## src/rtl/hex_cal_ctrl.sv

```systemverilog
// hex_cal_ctrl: command sequencer for the UART hex calculator.
// Parses <hexA><op><hexB><term> from received bytes, computes A+B or A-B
// (modulo 2^DW, carry/borrow on ovf) and transmits the result as ND upper-case
// hex digits followed by CR LF. Invalid input answers "?" CR LF.
// Optional feature macro: HEX_CAL_ECHO_EN -- when defined, every byte accepted
// while parsing is echoed through a one-entry buffer ahead of any response.
module hex_cal_ctrl #(
  parameter int DW = 16
) (
  input  logic          clk,
  input  logic          rst,
  input  logic [7:0]    rx_data,
  input  logic          rx_valid,
  input  logic          tx_busy,
  output logic [7:0]    tx_data,
  output logic          tx_start,
  output logic [DW-1:0] result,
  output logic          ovf,
  output logic          result_valid,
  output logic          err
);

  localparam int ND = DW / 4;
  // Index/count width: the longest response index is ND+1 <= 9.
  localparam int IW = 4;
  localparam logic [IW-1:0] ND_I      = IW'(ND);
  localparam logic [IW-1:0] LAST_SEND = IW'(ND + 1);
  localparam logic [IW-1:0] LAST_ERR  = IW'(2);
  localparam logic [7:0]    CH_CR     = 8'h0D;
  localparam logic [7:0]    CH_LF     = 8'h0A;
  localparam logic [7:0]    CH_QM     = 8'h3F;

  typedef enum logic [2:0] {S_A, S_B, S_CALC, S_SEND, S_ERR} state_t;

  state_t          state, state_n;
  logic            rx_valid_d;
  logic [DW-1:0]   a, b;
  logic [IW-1:0]   a_cnt, b_cnt;
  logic            op_sub;
  logic [IW-1:0]   send_idx, idx_n;
  logic            tx_gap;

  logic            accept;
  logic            is_digit, is_op, is_term;
  logic [3:0]      nib;
  logic [DW:0]     calc_ext;
  logic [DW-1:0]   res_sh;
  logic            can_issue, resp_ok;

  logic            issue;
  logic [7:0]      issue_byte;
  logic            shift_a, shift_b, latch_op, do_calc, clr;

  function automatic logic [7:0] hex_char(input logic [3:0] n);
    return (n < 4'd10) ? (8'h30 + {4'h0, n}) : (8'h37 + {4'h0, n});
  endfunction

  // One accept per rx_valid high period; rx_valid_d resets high so a byte
  // already present during reset is never taken.
  assign accept = rx_valid & ~rx_valid_d;

  // Carry/borrow falls out of the extra MSB of a DW+1-bit operation.
  assign calc_ext = op_sub ? ({1'b0, a} - {1'b0, b}) : ({1'b0, a} + {1'b0, b});

  // Current response digit is always the top nibble of the shifted result.
  assign res_sh = result << {send_idx, 2'b00};

  // A new request needs an idle transmitter, seen outside the pulse cycle and
  // the cycle after it (the transmitter is still raising tx_busy then).
  assign can_issue = ~tx_busy & ~tx_start & ~tx_gap;

  assign err          = (state == S_ERR);
  assign result_valid = (state == S_CALC);

`ifdef HEX_CAL_ECHO_EN
  logic       echo_full;
  logic [7:0] echo_byte;
  logic       echo_sent;

  assign echo_sent = echo_full & can_issue;

  // One-entry echo buffer; a newer accept overwrites an unsent echo.
  always_ff @(posedge clk) begin
    if (rst) begin
      echo_full <= 1'b0;
      echo_byte <= 8'h00;
    end else if (accept && (state == S_A || state == S_B)) begin
      echo_full <= 1'b1;
      echo_byte <= rx_data;
    end else if (echo_sent) begin
      echo_full <= 1'b0;
    end
  end
`else
  logic       echo_full;
  logic [7:0] echo_byte;

  assign echo_full = 1'b0;
  assign echo_byte = 8'h00;
`endif

  // Responses wait behind any pending echo.
  assign resp_ok = can_issue & ~echo_full;

  // Classify the received byte into digit / operator / terminator.
  // NOTE: every output gets a default first so no path leaves a latch behind.
  always_comb begin
    is_digit = 1'b0;
    nib      = 4'h0;
    if (rx_data >= 8'h30 && rx_data <= 8'h39) begin
      is_digit = 1'b1;
      nib      = rx_data[3:0];
    end else if ((rx_data >= 8'h41 && rx_data <= 8'h46) ||
                 (rx_data >= 8'h61 && rx_data <= 8'h66)) begin
      is_digit = 1'b1;
      nib      = rx_data[3:0] + 4'd9;
    end
    is_op   = (rx_data == 8'h2B) || (rx_data == 8'h2D);
    is_term = (rx_data == 8'h3D) || (rx_data == 8'h0D);
  end

  // Next-state and control decode: parsing, calculation and tx scheduling.
  always_comb begin
    state_n    = state;
    idx_n      = send_idx;
    issue      = 1'b0;
    issue_byte = 8'h00;
    shift_a    = 1'b0;
    shift_b    = 1'b0;
    latch_op   = 1'b0;
    do_calc    = 1'b0;
    clr        = 1'b0;

    if (echo_full && can_issue) begin
      issue      = 1'b1;
      issue_byte = echo_byte;
    end

    unique case (state)
      S_A: begin
        if (accept) begin
          if (is_digit) begin
            shift_a = 1'b1;
          end else if (is_op && a_cnt != '0) begin
            latch_op = 1'b1;
            state_n  = S_B;
          end else begin
            state_n = S_ERR;
            idx_n   = '0;
          end
        end
      end
      S_B: begin
        if (accept) begin
          if (is_digit) begin
            shift_b = 1'b1;
          end else if (is_term && b_cnt != '0) begin
            state_n = S_CALC;
          end else begin
            state_n = S_ERR;
            idx_n   = '0;
          end
        end
      end
      S_CALC: begin
        // The first digit comes straight from the adder so it can go out
        // in the same cycle the result is registered.
        do_calc = 1'b1;
        state_n = S_SEND;
        idx_n   = '0;
        if (resp_ok) begin
          issue      = 1'b1;
          issue_byte = hex_char(calc_ext[DW-1 -: 4]);
          idx_n      = IW'(1);
        end
      end
      S_SEND: begin
        if (resp_ok) begin
          issue = 1'b1;
          if (send_idx == LAST_SEND) begin
            issue_byte = CH_LF;
            clr        = 1'b1;
            state_n    = S_A;
            idx_n      = '0;
          end else begin
            issue_byte = (send_idx == ND_I) ? CH_CR : hex_char(res_sh[DW-1 -: 4]);
            idx_n      = send_idx + IW'(1);
          end
        end
      end
      S_ERR: begin
        if (resp_ok) begin
          issue = 1'b1;
          if (send_idx == LAST_ERR) begin
            issue_byte = CH_LF;
            clr        = 1'b1;
            state_n    = S_A;
            idx_n      = '0;
          end else begin
            issue_byte = (send_idx == '0) ? CH_QM : CH_CR;
            idx_n      = send_idx + IW'(1);
          end
        end
      end
      default: state_n = S_A;
    endcase
  end

  // FSM state register.
  // NOTE: clocked state uses non-blocking assignments so every flop samples
  // pre-edge values regardless of block ordering.
  always_ff @(posedge clk) begin
    if (rst) state <= S_A;
    else     state <= state_n;
  end

  // Operand shift registers, digit counts, operator and result registers.
  always_ff @(posedge clk) begin
    if (rst) begin
      rx_valid_d <= 1'b1;
      a          <= '0;
      b          <= '0;
      a_cnt      <= '0;
      b_cnt      <= '0;
      op_sub     <= 1'b0;
      send_idx   <= '0;
      result     <= '0;
      ovf        <= 1'b0;
    end else begin
      rx_valid_d <= rx_valid;
      send_idx   <= idx_n;
      if (clr) begin
        a     <= '0;
        b     <= '0;
        a_cnt <= '0;
        b_cnt <= '0;
      end
      if (shift_a) begin
        a <= {a[DW-5:0], nib};
        if (a_cnt != ND_I) a_cnt <= a_cnt + IW'(1);
      end
      if (shift_b) begin
        b <= {b[DW-5:0], nib};
        if (b_cnt != ND_I) b_cnt <= b_cnt + IW'(1);
      end
      if (latch_op) op_sub <= (rx_data == 8'h2D);
      if (do_calc) {ovf, result} <= calc_ext;
    end
  end

  // Transmit request register: one-cycle pulse plus the guard cycle after it.
  always_ff @(posedge clk) begin
    if (rst) begin
      tx_start <= 1'b0;
      tx_gap   <= 1'b0;
      tx_data  <= 8'h00;
    end else begin
      tx_start <= issue;
      tx_gap   <= tx_start;
      if (issue) tx_data <= issue_byte;
    end
  end

endmodule
```

## config.mk

```make
export PLATFORM = sky130hd
export DESIGN_NAME = hex_cal_ctrl
export DESIGN_NICKNAME = d
export VERILOG_FILES = /design/src/rtl/hex_cal_ctrl.sv
export SDC_FILE = /design/constraint.sdc
export NUM_CORES = 1
export LEC_CHECK = 0
export CAP_MARGIN = 25
export CORE_MARGIN = 2
export CORE_UTILIZATION = 45
export CTS_CLUSTER_DIAMETER = 40
export DETAILED_ROUTE_END_ITERATION = 16
export GPL_ROUTABILITY_DRIVEN = 0
export MAX_ROUTING_LAYER = met4
export PLACE_DENSITY = 0.67
export REMOVE_ABC_BUFFERS = 1
export SLEW_MARGIN = 20
export SYNTH_ARGS = -nofsm -noshare
export SYNTH_HDL_FRONTEND = slang
export SYNTH_SLANG_ARGS = --single-unit
```

## constraint.sdc

```tcl
create_clock -name clk -period 3.1 [get_ports clk]
set_input_delay 0.465 -clock clk [delete_from_list [all_inputs] [get_ports clk]]
set_output_delay 0.465 -clock clk [all_outputs]
set_load 0.03 [all_outputs]
```

Word level (Yosys, flattened, before mapping):

Index checks and enable logic that the tools add are counted.

* mux-type cells: 63
* bitwise operators: 7
* reductions and logical operators: 18
* shifts and indexed selects: 1
* equal/unequal tests: 23
* add/subtract/negate cells: 10
* $lt $le $gt $ge: 8

Operators with widths (count)
* $mux 4: 18
* $mux 16: 3
* $mux 7: 6
* $mux 3: 10
* $add 6x4->7 const A: 4
* $eq 8x6->1 const B: 3
* $pmux 7 s3: 1
* $pmux 4 s5: 1
* $mux 1: 18
* $mux 6: 3
* $add 16x16->17: 1
* $mux 17: 1
* $sub 16x16->17: 1
* $ge 8x7->1 const B: 2
* $le 8x7->1 const B: 2
* $ne 2x2->1 const B: 8
* $shl 16x6->16: 1
* $pmux 3 s5: 1
* $add 4x1->4 const B: 3
* $reduce_and 9->1: 1
* $eq 4x3->1 const B: 2
* $eq 8x4->1 const B: 1
* $ge 8x6->1 const B: 1
* $le 8x6->1 const B: 1
* other kinds (20): 37

* output and inout port bits: 28
* word-level logic and storage cells: 143
* bits in registers: 76
* input bits: 12

Logic depth before layout (Yosys ltp):

* depth in word-level cells: 9
* mapped depth: 17
* gate-level depth less buffers: 17

Worst setup path before layout:

No wires, ideal clock.

* path type: reg-to-reg
* start point: reg b[0]
* end point: reg tx_data[4]
* arrival time: 3.103 ns
* period minus slack after synthesis: 3.222 ns
* cell stages (with the launch flop): 18
* setup time: 0.119 ns
* data required time: 2.981 ns
* path slack: -0.122 ns
* path buffers: 0
* cell sequence: dfxtp_1 inv_1 ha_1 nand2_1 nor3_1 and3b_1 nor2_1 xnor2_1 ha_1 o21a_1 o21ai_0 nor3_1 nor2_1 o311ai_2 ha_1 o21ai_0 a21oi_1 o221a_2

* longest elaborated chain between the ends: 6
* elaborated cells between the ends (all ways): 9
* classes of those cells: add/sub (4); order compare (1); mux (4)

RTL lines
* start: declaration: RTL line 37 `logic [DW-1:0] a, b;`
* start signal: assignment: RTL line 243 `b <= {b[DW-5:0], nib};`
* $add 16x16->17 or $sub 16x16->17 (tied branches): RTL line 63 `assign calc_ext = op_sub ? ({1'b0, a} - {1'b0, b}) : ({1'b0, a} + {1'b0, b});`
* $mux 17 *: RTL line 63
* $add 6x4->7 or $lt 4x4->1 (tied branches): RTL line 55 `return (n < 4'd10) ? (8'h30 + {4'h0, n}) : (8'h37 + {4'h0, n});`
* $mux 7 *: RTL line 55
* $mux 7 *: RTL line 171 `if (resp_ok) begin`
* $pmux 7 s3 *: RTL line 139 `unique case (state)`
* end signal: assignment: RTL line 260 `if (issue) tx_data <= issue_byte;`
* end: declaration: RTL line 15 `output logic [7:0] tx_data,`

Mark *: on every way between the ends. The rest lies on a longest branch, timed or not.
A chain may end at the register's enable or synchronous reset.

Worst setup path in the final report:

* start point: reg b[0]
* end point: reg tx_data[6]

The elaborated chain is that of the path after synthesis.

==> metrics <==
Slowest Stage Delay on Critical Path approximately 350 ps; Worst slew margin between 50% and 60%; vias 4572; WS Path Type register to register; EDFF count, synth 0; Synth Area in Simple Gates 22.9%; die area 11400 µm²; CTS tree done; Routed WL approximately 13000 µm; ys flop type dfxtp_1; GRT Util Overall a little under a quarter; Worst path depth 18; Vias/cell 5.63; crit end category register; Synth Area in XOR/XNOR under 10%; sequential area share after synthesis about a third; Register Area roughly 1500 µm²; Hold Buf Count CTS 0; Hold WS 480 ps; fin. max-slew vios 0; Data arrival, critical path about 3400 ps; clock sink total 75; Initial Util a little under half; Synth Area in Compound Gates 25.0%; CTS Root Cell clkbuf_8; largest net degree at the start of global routing 70; Port Buffers 38; crit path buf inv count 5; most frequent cells in the layout dfxtp_1, nor2_1, buf_4; Ant. Diodes 0; DR WL/cell 15.6 µm; drt pass-1 iters 5; Clock Path Buffers 2; Seq cells post-synth 75; width of the chip 107 µm; MaxCap Viol Count 0; Routed Antenna Nets 0; Worst Path Required roughly 3300 ps; period utilisation layout 105%; Clk Latency, worst-skew pair around 340 ps; DRC viols 0; number of global-route vias before repair between 4000 and 5000; Startpoint Class register; initial DRC count around 260; failing checks negative setup slack; row cnt 37; total power roughly 2.3 mW; clk_skew about 11 ps; largest family of logic cells by synthesized area compound AO/OA/AOI/OAI gates; area occupied by multi-input gates between 3000 and 4000 µm²; gr ovfl total 0; most common cell after layout, fill and taps aside dfxtp_1; fmax just over 300 MHz; CP top delay family compound AO/OA/AOI/OAI gates; Synth async-reset ratio 0%; final instance area just over 6000 µm²; worst slew pin tran about 730 ps; setup slack after layout -146 ps; IO Count 40; first-pass GRT wire length around 21000 µm; hpwl dp approximately 9000 µm; Synth warnings 0; Cells after Synth roughly 590; Mapped Area approximately 4700 µm²; placed inst area about 5600 µm²; Hold Vio Cnt, Final 0; path category of the worst min-delay check register to register; worst-path cell chain inv_2, ha_4, nand2_2, nor3_2, buf_4, buf_4, nor2_2, xnor2_1, ha_1, and4_4, nand3_2, a211oi_2, nor2_2, buf_4, a211o_4, buf_6, a32oi_2, a211oi_1; syn avg cell area 8.07 µm²; Clock Pin Slew Worst Setup and Hold Paths ~80 ps; fin cells a little over 800; cell mode on critical path buf_4; initial antenna violation count 0; CP Max Fanout 5; Die Height approximately 110 µm; post-place setup slack -354 ps; Adder-Cell Fraction of Synth Area between 7 and 8%; WHS Path Cells 2; setup_tns -546 ps; H-Tree Depth 3; share of layout cells above drive strength 1 between 20% and 30%; core region area around 10000 µm²; slowest CP cell a211o_4; Layout area overhead 30.9%; final core utilization about three fifths; VDD IR-drop max between 0.2 and 0.25 mV; placed cell count around 800; Setup Viol. Count Final 6; number of different library cells in the post-synthesis netlist between 70 and 80; mux contribution to synthesized area under 10%; status finished, violations left; pwr dens between 300 and 400 nW/µm²; RSZ-0062 raised after global routing true; fin nets approximately 700; clock buffer count from CTS 9; crit path time final about 3200 ps; Leakage Power 2.36 nW; fill count ~900; worst r2r path cells 18
routing by layer:
metal | wire length (µm) | GRT usage, % | part of all wire (%)
met5 | 0 | - | 0
met3 | 523 | 2.92 | 4.1
met4 | 125 | 6.12 | 0.99
met2 | 6420 | 40.2 | 51
met1 | 5560 | 28.2 | 44
worst paths after layout:
| kind | start | to | slack [ps] |
|---|---|---|---|
| worst max-delay path | b[0] | tx_data[6] | -150 |
| worst min-delay path | result[9] | result[9] | 480 |
| worst max register to register | b[0] | tx_data[6] | -150 |
| worst min register to register | result[9] | result[9] | 480 |
sequential cells by signal, summed over array words and instances, names as in the netlist:
signal,cells
a,16
a_cnt,4
b,16
b_cnt,4
op_sub,1
ovf,1
result,16
rx_valid_d,1
send_idx,4
state,3
tx_data,7
tx_gap,1
tx_start,1
logic make-up (layout without fill, tap and decap cells):
| logic type | Yosys count | count (layout) |
|---|---|---|
| multiplexers | 8 | 8 |
| XOR/XNOR | 28 | 28 |
| AO/OA/AOI/OAI | 177 | 177 |
| flip-flops | 75 | 75 |
| buffers and inverters | 55 | 144 |
| adder cells (fa/ha/maj) | 27 | 27 |
| other | 1 | 1 |
| AND/OR/NAND/NOR | 216 | 216 |
worst reg2reg max path, cell delays in order, from the launching register on:
cell      delay (ps)
dfxtp_2          330
inv_2             60
ha_4             130
nand2_2           50
nor3_2           140
buf_4            140
buf_4            100
nor2_2            30
xnor2_1          120
ha_1             340
and4_4           250
nand3_2          100
a211oi_2         270
nor2_2            90
buf_4            150
a211o_4          350
buf_6            140
a32oi_2          200
a211oi_1          90
cell usage after synthesis, types with 2 or more instances:
| cell type | count | area [µm²] |
|---|---|---|
| a211oi_1 | 12 | 90.1 |
| a21o_1 | 7 | 52.6 |
| a21oi_1 | 54 | 270 |
| a22oi_1 | 28 | 210 |
| a311oi_1 | 2 | 17.5 |
| a31oi_1 | 9 | 56.3 |
| a32o_1 | 2 | 20.0 |
| a41oi_1 | 2 | 17.5 |
| and2_1 | 6 | 37.5 |
| and3_1 | 3 | 18.8 |
| and4_1 | 2 | 17.5 |
| buf_1 | 2 | 7.51 |
| buf_2 | 10 | 50.1 |
| buf_4 | 2 | 15.0 |
| buf_6 | 2 | 22.5 |
| clkbuf_1 | 16 | 60.1 |
| dfxtp_1 | 75 | 1500 |
| ha_1 | 26 | 325 |
| inv_1 | 23 | 86.3 |
| mux2i_1 | 3 | 30.0 |
| mux4_2 | 4 | 90.1 |
| nand2_1 | 52 | 195 |
| nand2b_1 | 9 | 56.3 |
| nand3_1 | 13 | 65.1 |
| nand4_1 | 2 | 12.5 |
| nor2_1 | 74 | 278 |
| nor2b_1 | 6 | 37.5 |
| nor3_1 | 17 | 85.1 |
| nor3b_1 | 4 | 30.0 |
| nor4_1 | 3 | 18.8 |
| o211ai_1 | 4 | 30.0 |
| o21a_1 | 5 | 37.5 |
| o21ai_0 | 23 | 115 |
| o21bai_1 | 3 | 22.5 |
| o221a_2 | 2 | 22.5 |
| o221ai_1 | 2 | 17.5 |
| o22ai_1 | 5 | 31.3 |
| o311ai_2 | 2 | 32.5 |
| o31a_1 | 2 | 17.5 |
| or2_2 | 4 | 25.0 |
| or3_1 | 6 | 37.5 |
| xnor2_1 | 21 | 184 |
| xor2_1 | 7 | 61.3 |
report_power, final:
group	internal [mW]	switching (mW)
registers	0.981	0.0256
logic	0.127	0.177
clock network	0.661	0.358
total	1.77	0.561
area by class of cell:
type                       count  share of cell area (%)
multi-input combinational    457                    52.5
sequential                    75                    24.3
timing repair buffer         105                    14.6
tap                          136                    2.74
clock buffer                  12                    2.50
clock inverter                 4                    1.94
inverter                      23                    1.39
what timing repair did:
| item | in CTS | in global routing |
|---|---|---|
| setup endpoints to repair | 8 | 13 |
| gates resized for setup | 28 | 43 |
| buffers inserted | 4 | 5 |
| pin swaps | 20 | 30 |
Power figures use the tool's default switching activity.
